$ cat config.mk
export PLATFORM = sky130hd
export DESIGN_NAME = alu_acc_seq_flat
export DESIGN_NICKNAME = d
export VERILOG_FILES = /design/src/rtl/alu_pkg.sv /design/src/rtl/alu_acc_seq_if.sv /design/src/rtl/alu_acc_seq_rca.sv /design/src/rtl/alu_acc_seq.sv /design/src/flat_wrapper.sv
export SDC_FILE = /design/constraint.sdc
export NUM_CORES = 1
export LEC_CHECK = 0
export BUFFER_PORTS_ARGS = -buffer_cell sky130_fd_sc_hd__buf_2
export CAP_MARGIN = 20
export CORE_MARGIN = 3
export CORE_UTILIZATION = 40
export CTS_CLUSTER_DIAMETER = 120
export DETAILED_ROUTE_END_ITERATION = 10
export MAX_ROUTING_LAYER = met4
export PLACE_DENSITY = 0.64
export SYNTH_ARGS = -nofsm -noshare
export SYNTH_HDL_FRONTEND = slang
export SYNTH_SLANG_ARGS = --single-unit
export TNS_END_PERCENT = 1
$ cat constraint.sdc
create_clock -name clock -period 4.9 [get_ports clock]
set_input_delay 0.49 -clock clock [delete_from_list [all_inputs] [get_ports clock]]
set_output_delay 0.49 -clock clock [all_outputs]
set_load 0.005 [all_outputs]
$ cat src/rtl/alu_pkg.sv
// Shared definitions for the accumulator ALU.
// Contents: op_e (operation select encodings), state_e (IDLE / MUL control states).
package alu_pkg;

  typedef enum logic [2:0] {
    OP_ADD   = 3'd0,
    OP_SUB   = 3'd1,
    OP_ORXOR = 3'd2,
    OP_AND   = 3'd3,
    OP_ANY   = 3'd4,
    OP_CAT   = 3'd5,
    OP_MUL   = 3'd6,
    OP_ACC   = 3'd7
  } op_e;

  typedef enum logic {
    IDLE = 1'b0,
    MUL  = 1'b1
  } state_e;

endpackage

$ cat src/rtl/alu_acc_seq_if.sv
// Operand/result bundle between the input logic and the ALU.
// master: drives in_valid, op, a, b; observes in_ready, out_valid, result, cout, zero, busy.
// slave : the ALU side (directions mirrored).
interface alu_acc_seq_if #(
  parameter int unsigned WIDTH = 4
);
  logic                 in_valid;
  logic                 in_ready;
  logic [2:0]           op;
  logic [WIDTH-1:0]     a;
  logic [WIDTH-1:0]     b;
  logic                 out_valid;
  logic [2*WIDTH-1:0]   result;
  logic                 cout;
  logic                 zero;
  logic                 busy;

  modport master (
    output in_valid, op, a, b,
    input  in_ready, out_valid, result, cout, zero, busy
  );

  modport slave (
    input  in_valid, op, a, b,
    output in_ready, out_valid, result, cout, zero, busy
  );
endinterface

$ cat src/rtl/alu_acc_seq_rca.sv
// rca_n: N-bit ripple-carry adder made of full-adder cells.
// Ports: i_a, i_b (N-bit addends), i_cin (carry in), o_sum (N-bit sum), o_cout (carry out).
module rca_n #(
  parameter int unsigned N = 4
) (
  input  logic [N-1:0] i_a,
  input  logic [N-1:0] i_b,
  input  logic         i_cin,
  output logic [N-1:0] o_sum,
  output logic         o_cout
);

  logic [N:0] w_c;

  assign w_c[0] = i_cin;

  for (genvar i = 0; i < N; i++) begin : g_fa
    assign o_sum[i]  = i_a[i] ^ i_b[i] ^ w_c[i];
    assign w_c[i+1]  = (i_a[i] & i_b[i]) | (w_c[i] & (i_a[i] ^ i_b[i]));
  end

  assign o_cout = w_c[N];

endmodule

$ cat src/rtl/alu_acc_seq.sv
// alu_acc_seq: WIDTH-bit ALU with a registered 2*WIDTH result/accumulator,
// valid/ready input handshake and a WIDTH-cycle shift-add multiplier.
// Ports: clock (rising edge), resetn (synchronous, active low),
//        bus (slave side of alu_acc_seq_if: op/operands in, result/flags out).
module alu_acc_seq
  import alu_pkg::*;
#(
  parameter int unsigned WIDTH = 4
) (
  input  logic          clock,
  input  logic          resetn,
  alu_acc_seq_if.slave  bus
);

  localparam int unsigned W2 = 2 * WIDTH;
  localparam int unsigned CW = $clog2(WIDTH);

  state_e           r_state;
  logic [W2-1:0]    r_result;
  logic             r_cout;
  logic             r_out_valid;
  logic [W2-1:0]    r_mcand;
  logic [WIDTH-1:0] r_mplier;
  logic [W2-1:0]    r_prod;
  logic [CW-1:0]    r_cnt;

  op_e              w_op;
  logic             w_accept;
  logic             w_is_sub;
  logic [WIDTH-1:0] w_as_b;
  logic [WIDTH-1:0] w_as_sum;
  logic             w_as_c;
  logic [W2-1:0]    w_acc_x;
  logic [W2-1:0]    w_acc_y;
  logic [W2-1:0]    w_acc_sum;
  logic             w_acc_c;
  logic [W2-1:0]    w_res;
  logic             w_c;

  assign w_op     = op_e'(bus.op);
  assign w_accept = bus.in_valid && (r_state == IDLE);

  // Subtract as a + ~b + 1; the adder carry is the inverse of the borrow.
  assign w_is_sub = (w_op == OP_SUB);
  assign w_as_b   = w_is_sub ? ~bus.b : bus.b;

  rca_n #(.N(WIDTH)) u_addsub (
    .i_a    (bus.a),
    .i_b    (w_as_b),
    .i_cin  (w_is_sub),
    .o_sum  (w_as_sum),
    .o_cout (w_as_c)
  );

  // Wide adder is shared: accumulator add while idle, partial-product add while multiplying.
  always_comb begin
    w_acc_x = r_result;
    w_acc_y = {{WIDTH{1'b0}}, bus.a};
    if (r_state == MUL) begin
      w_acc_x = r_prod;
      w_acc_y = r_mplier[0] ? r_mcand : '0;
    end
  end

  rca_n #(.N(W2)) u_acc (
    .i_a    (w_acc_x),
    .i_b    (w_acc_y),
    .i_cin  (1'b0),
    .o_sum  (w_acc_sum),
    .o_cout (w_acc_c)
  );

  always_comb begin
    w_res = '0;
    w_c   = 1'b0;
    case (w_op)
      OP_ADD: begin
        w_res[WIDTH:0] = {w_as_c, w_as_sum};
        w_c            = w_as_c;
      end
      OP_SUB: begin
        w_res[WIDTH-1:0] = w_as_sum;
        w_c              = ~w_as_c;
      end
      OP_ORXOR: w_res = {bus.a | bus.b, bus.a ^ bus.b};
      OP_AND:   w_res[WIDTH-1:0] = bus.a & bus.b;
      OP_ANY:   w_res[0] = |(bus.a | bus.b);
      OP_CAT:   w_res = {bus.a, bus.b};
      OP_ACC: begin
        w_res = w_acc_sum;
        w_c   = w_acc_c;
      end
      default: begin
        w_res = '0;
        w_c   = 1'b0;
      end
    endcase
  end

  always_ff @(posedge clock) begin
    if (!resetn) begin
      r_state     <= IDLE;
      r_result    <= '0;
      r_cout      <= 1'b0;
      r_out_valid <= 1'b0;
      r_mcand     <= '0;
      r_mplier    <= '0;
      r_prod      <= '0;
      r_cnt       <= '0;
    end else begin
      r_out_valid <= 1'b0;
      case (r_state)
        IDLE: begin
          if (w_accept) begin
            if (w_op == OP_MUL) begin
              r_state  <= MUL;
              r_mcand  <= W2'(bus.a);
              r_mplier <= bus.b;
              r_prod   <= '0;
              r_cnt    <= '0;
            end else begin
              r_result    <= w_res;
              r_cout      <= w_c;
              r_out_valid <= 1'b1;
            end
          end
        end
        MUL: begin
          r_prod   <= w_acc_sum;
          r_mcand  <= r_mcand << 1;
          r_mplier <= r_mplier >> 1;
          r_cnt    <= r_cnt + 1'b1;
          if (r_cnt == CW'(WIDTH - 1)) begin
            r_result    <= w_acc_sum;
            r_cout      <= 1'b0;
            r_out_valid <= 1'b1;
            r_state     <= IDLE;
          end
        end
        default: r_state <= IDLE;
      endcase
    end
  end

  assign bus.in_ready  = (r_state == IDLE);
  assign bus.busy      = (r_state == MUL);
  assign bus.out_valid = r_out_valid;
  assign bus.result    = r_result;
  assign bus.cout      = r_cout;
  assign bus.zero      = (r_result == '0);

endmodule

$ cat src/flat_wrapper.sv
// flat-port wrapper written by rule: the top's interface ports become plain ports
module alu_acc_seq_flat import alu_pkg::*;
#(
  parameter int unsigned WIDTH = 4
)
  (clock, resetn, bus_in_valid, bus_op, bus_a, bus_b, bus_in_ready, bus_out_valid, bus_result, bus_cout, bus_zero, bus_busy);
  alu_acc_seq_if #(.WIDTH(WIDTH)) bus_i ();
  input  logic clock;
  input  logic resetn;
  input wire logic [$bits(bus_i.in_valid)-1:0] bus_in_valid;
  input wire logic [$bits(bus_i.op)-1:0] bus_op;
  input wire logic [$bits(bus_i.a)-1:0] bus_a;
  input wire logic [$bits(bus_i.b)-1:0] bus_b;
  output wire logic [$bits(bus_i.in_ready)-1:0] bus_in_ready;
  output wire logic [$bits(bus_i.out_valid)-1:0] bus_out_valid;
  output wire logic [$bits(bus_i.result)-1:0] bus_result;
  output wire logic [$bits(bus_i.cout)-1:0] bus_cout;
  output wire logic [$bits(bus_i.zero)-1:0] bus_zero;
  output wire logic [$bits(bus_i.busy)-1:0] bus_busy;
  assign bus_i.in_valid = bus_in_valid;
  assign bus_i.op = bus_op;
  assign bus_i.a = bus_a;
  assign bus_i.b = bus_b;
  assign bus_in_ready = bus_i.in_ready;
  assign bus_out_valid = bus_i.out_valid;
  assign bus_result = bus_i.result;
  assign bus_cout = bus_i.cout;
  assign bus_zero = bus_i.zero;
  assign bus_busy = bus_i.busy;
  alu_acc_seq #(.WIDTH(WIDTH)) u_core (.clock(clock), .resetn(resetn), .bus(bus_i));
endmodule
# == Yosys cells after proc, flatten, opt, wreduce, memory -nomap -nowiden ==
# Cells that the tools add are included.
# totals
register_bits,33
input_bits,14
output_inout_bits,13
elab_cells,128
# op_classes
n_addsub,1
n_eq_ne,12
muxes,37
n_bitwise,63
reduce_logical,7
# op_table
cell,n
$mux W8,10
$pmux W8 S2,3
$and A1 B1 Y1,23
$xor A1 B1 Y1,23
$pmux W3 S5,1
$eq A3 B3 Y1 const B,4
$mux W4,3
$or A1 B1 Y1,11
$mux W1,9
$pmux W3 S3,1
$logic_not A8 Y1,1
$pmux W4 S2,1
$eq A3 B2 Y1 const B,2
$pmux W1 S2,3
$pmux W1 S6,1
$and A4 B4 Y4,1
$mux W2,2
$ne A2 B1 Y1 const B,2
$ne A2 B2 Y1 const B,2
$not A4 Y4,1
$or A4 B4 Y4,1
$pmux W1 S4,1
$pmux W2 S2,1
$reduce_or A4 Y1,1
11 further kinds,12

# == Logic depth before layout (Yosys ltp) ==
# logic_depth
depth_word,21
ltp_mapped,22
mapped_depth_nobuf,19

# == Modules after synthesis ==
# From an unflattened synthesis, not the netlist that was laid out.
# hier_totals
hier_cells,286
hier_area_um2,2357.3
# by_module_without_submodules
module,instances,cells_per_inst,area_per_inst_um2,seq_area_each_um2
alu_acc_seq,1,254,2042.0,660.6
rca_n (u_core.u_acc),1,18,197.7,0.0
rca_n (u_core.u_addsub),1,14,117.6,0.0

# == Worst setup path after synthesis ==
# Ideal clock, no wire load.
# synth_timing
path_kind,reg2reg
start,"register u_core.r_state, in the netlist u_core.bus.busy"
end,"register u_core.r_result[7], in the netlist u_core.bus.result[7]"
setup_ps,61
arrival_time_ps,4237
slack_ps,602
path_stages_with_launch,22
n_path_buf,3
period_less_slack_ps,4298
cell_sequence,dfxtp_1 -> buf_2 -> buf_2 -> buf_2 -> mux2_2 -> ha_1 -> fa_1 -> fa_1 -> inv_1 -> fa_1 -> inv_1 -> fa_1 -> inv_1 -> fa_1 -> inv_1 -> fa_1 -> inv_1 -> fa_1 -> nand2_1 -> o21ai_0 -> o221ai_1 -> a32o_1
# synth_between
elab_chain_cells,19
# synth_lines
item,line,text
"start, declared",alu_acc_seq.sv:18,state_e r_state;
"start signal, assigned",alu_acc_seq.sv:102,r_state <= IDLE;
"start signal, assigned",alu_acc_seq.sv:116,r_state <= MUL;
"start signal, assigned",alu_acc_seq.sv:137,r_state <= IDLE;
$mux W8,alu_acc_seq.sv:59,if (r_state == MUL) begin
$and A1 B1 Y1 / $xor A1 B1 Y1 (equally long branches),alu_acc_seq_rca.sv:19,assign w_c[i+1] = (i_a[i] & i_b[i]) | (w_c[i] & (i_a[i] ^ i_b[i]));
$and A1 B1 Y1,alu_acc_seq_rca.sv:19,
$or A1 B1 Y1,alu_acc_seq_rca.sv:19,
$and A1 B1 Y1,alu_acc_seq_rca.sv:19,
$or A1 B1 Y1,alu_acc_seq_rca.sv:19,
$and A1 B1 Y1,alu_acc_seq_rca.sv:19,
$or A1 B1 Y1,alu_acc_seq_rca.sv:19,
[3 not listed],-,
$or A1 B1 Y1,alu_acc_seq_rca.sv:19,
$and A1 B1 Y1,alu_acc_seq_rca.sv:19,
$or A1 B1 Y1,alu_acc_seq_rca.sv:19,
$xor A1 B1 Y1,alu_acc_seq_rca.sv:18,assign o_sum[i] = i_a[i] ^ i_b[i] ^ w_c[i];
$pmux W3 S3,alu_acc_seq.sv:76,case (w_op)
$mux W8,alu_acc_seq.sv:115,if (w_op == OP_MUL) begin
$mux W8,alu_acc_seq.sv:114,if (w_accept) begin
$pmux W8 S2,alu_acc_seq.sv:112,case (r_state)
"end signal, assigned",alu_acc_seq.sv:122,r_result <= w_res;
"end signal, assigned",alu_acc_seq.sv:134,r_result <= w_acc_sum;
"end, declared",alu_acc_seq.sv:19,logic [W2-1:0] r_result;
# Several ways; a longest one is shown, not always the timed one. The select of a mux whose other input is x is not followed.
# A chain may end at the register's enable or synchronous reset.

# == Worst setup path in the final report ==
# Ends and elaborated chain as after synthesis.

==> qor.yml <==
drive_above_1_share_pct: 16.7
cts_buffers: 5
critical_path_required_ns: 5.12
maxCapViolCount: 0
synth_top_area_share_pct: 29.4
core-area_um2: 5270
synth_ff_type: "dfxtp_1"
grt_pass1_vias: 1864
min_from: "u_core.r_prod[6]"
r2r_start: "u_core.bus.busy"
dieArea_um2: 6540
multi_input_area_um2: 1420
firstDrtPassIters: 5
place.port_buffers: 26
grt_pass1_wl_mm: 9.46
path_class: "register to register"
cts_resized: 0
synth.area.top_cells: "dfxtp_1 29%, fa_1 8.9%, ha_1 5.6%"
syn_area_per_cell_um2: 8.50
post-cts-setup-buffers: 0
yosysTopAreaCell: "dfxtp_1"
final.min_clock_period_ns: 4.19
tns_ns: 0
htree_levels: 2
p_int_mw: 0.453
drtIter0Drc: 105
num_rows: 26
place_congestion: 0.852
synth_edf_count: 0
tightest_slew_ns: 0.609
fin_util_pct: 47.2
r2r-end: "u_core.bus.result[7]"
reg2reg_slack_ns: 0.71
r2r_cells: 18
clockPowerShare_pct: 32.0
yosysWarnings: 0
yosysMostFrequentCell: "dfxtp_1"
drcViolationCount: 0
net-switching-power_mw: 0.189
clock_latency_ns: 0.28
async_flop_share_pct: 0
ys_ff_latch: 33
cts_sinks: 33
fp.dieW_um: 80.9
swShare_pct: 29.4
hpwl_mm: 4.18
ir_drop_mv: 0.142
holdWs_ns: 0.465
cp_slowest_cell: "dfxtp_1"
powerDensity_nw_per_um2: 259
nFillCells: 565
grt_usage_pct: 19.4
seqPwrFrac_pct: 45.3
hold_viol: 0
antenna_found_initial: 0
initial_core_util_pct: 42.6
fmax_ghz: 0.239
setup_viol: 0
ctsHoldBuffers: 0
cp_max_fo: 12
startpoint_type: "register"
ios: 27
ys_types: 47
viasPerCell: 5.65
startpoint: "u_core.bus.busy"
status: "completed"
path_cells: "mux2_2 > ha_1 > fa_1 > fa_1 > inv_1 > fa_1 > inv_1 > fa_1 > inv_1 > fa_1 > inv_1 > fa_1 > inv_1 > fa_1 > nand2_1 > o21ai_0 > o221ai_1 > a32o_1"
grt_max_degree: 35
die_h_um: 80.9
crit_path_frequent_cell: "fa_1"
area_growth_pct: 10.8
cts_tree: "built"
syn_area_um2: 2240
routed_wl_mm: 5.60
ant_nets: 0
ys_top_cells_by_count: "33 x dfxtp_1, 23 x nand2_1, 23 x nor2_1, 17 x inv_1, 16 x nand3_1"
p_leak_nw: 1.06
crit_arrival_ns: 4.41
combPwrFrac_pct: 22.7
clockRootBuffer: "clkbuf_8"
regArea_um2: 661
yosysSeqAreaShare_pct: 29.4
post-route-period-util_pct: 85.5
min_path_cells: 2
worstHoldPathType: "register to register"
cts_buffer_depth: 2
worst_setup_path_end_kind: "register"
slew_viol_final: 0
rsz0062_at_grt: "no"
clk_pin_slew_ns: 0.06
vias: 1983
max_slew_margin_pct: 59.4
n_antenna_cell: 0
power_mw: 0.643
syn_inst: 264
fin_worst_skew_ns: 0.00484
grt_overflow: 0
cpPeakStageDelay_ns: 0.54
avgRoutedWirePerCell_um: 15.9
syn_nets: 298
holdPathEnd: "u_core.r_prod[6]"
final_nets: 315
-- kinds of logic after synthesis --
kind of cell / share of synthesized area (%)
adder cells (fa/ha/maj): 14.5
buffers and inverters: 7.14
AND/OR/NAND/NOR: 18.1
AO/OA/AOI/OAI: 21.6
multiplexers: 8.03
flip-flops: 29.4
XOR/XNOR: 1.17
-- flip-flops by register name (all words and copies together) (netlist names) --
name,flops
u_core.bus.out_valid,1
u_core.r_mplier,4
u_core.r_mcand,8
u_core.bus.busy,1
u_core.r_prod,8
u_core.r_cnt,2
u_core.bus.result,8
u_core.bus.cout,1
-- worst max-delay path: cells and delay by family, from the launching register on --
kind / cells / cell delay (ns)
buf+inv: 5 / 0.31
flops: 1 / 0.54
simple gates: 1 / 0.08
compound gates: 3 / 0.41
fa+ha+maj: 8 / 2.40
mux: 1 / 0.38
-- metrics by stage --
step | instance area [um^2] | setup slack, ns | cells
finish | 2480 | 0.712 | 351
global route | 2480 | 0.434 | 351
CTS | 2480 | 0.706 | 351
detailed placement | 2400 | 0.721 | 344
global placement | 2380 | 0.863 | 343
floorplan | 2240 | 0.602 | 264
-- routing by layer --
layer | global-route usage [%] | wire length (um) | up-vias
li1 | - | - | 975
met1 | 27.7 | 2730 | 939
met2 | 27.9 | 2490 | 62
met3 | 3.66 | 315 | 7
met4 | 5.57 | 60 | 0
met5 | - | 0 | -
-- power groups by stage --
stage	registers, mW	logic (mW)	clock network, mW
after floorplan	0.293	0.103	0
after global placement	0.298	0.143	0
after detailed placement	0.297	0.145	0
after CTS	0.292	0.145	0.213
after global routing	0.293	0.165	0.225
final	0.291	0.146	0.205
-- placed cells by master (no fill, tap or decap), types with 2 or more instances in the layout --
cell	Yosys	final
dfxtp_1	33	33
buf_2	5	26
nor2_1	23	23
nand2_1	23	23
inv_1	17	17
nand3_1	16	16
a21oi_1	15	15
o21ai_0	14	14
fa_1	10	10
ha_1	10	10
mux2i_1	9	9
mux2_2	8	8
a31oi_1	6	6
o211ai_1	6	6
o211a_1	6	6
clkbuf_8	0	6
and3_1	4	4
nand2b_1	4	4
xnor2_1	3	3
or4_1	3	3
a211oi_1	3	3
o221ai_1	3	3
a22oi_1	3	3
nor2b_1	2	2
a32o_1	2	2
a32oi_1	2	2
o22ai_1	2	2
buf_4	4	2
-- how the worst max path moves through the flow --
stage	endpoint	slack, ns	cells after the start
finish	u_core.bus.result[7]	0.71	18
global route	u_core.bus.result[7]	0.43	18
CTS	u_core.bus.result[7]	0.71	18
detailed placement	u_core.bus.result[7]	0.72	18
global placement	u_core.bus.result[7]	0.86	18
floorplan	u_core.bus.result[7]	0.60	21
-- final cells by class --
| cell class | count | area share [%] |
|---|---|---|
| sequential | 33 | 26.6 |
| clock buffer | 7 | 3.47 |
| tap | 70 | 3.52 |
| inverter | 18 | 2.72 |
| timing repair buffer | 29 | 6.45 |
| multi-input combinational | 194 | 57.3 |
Power figures use the tool's default switching activity.
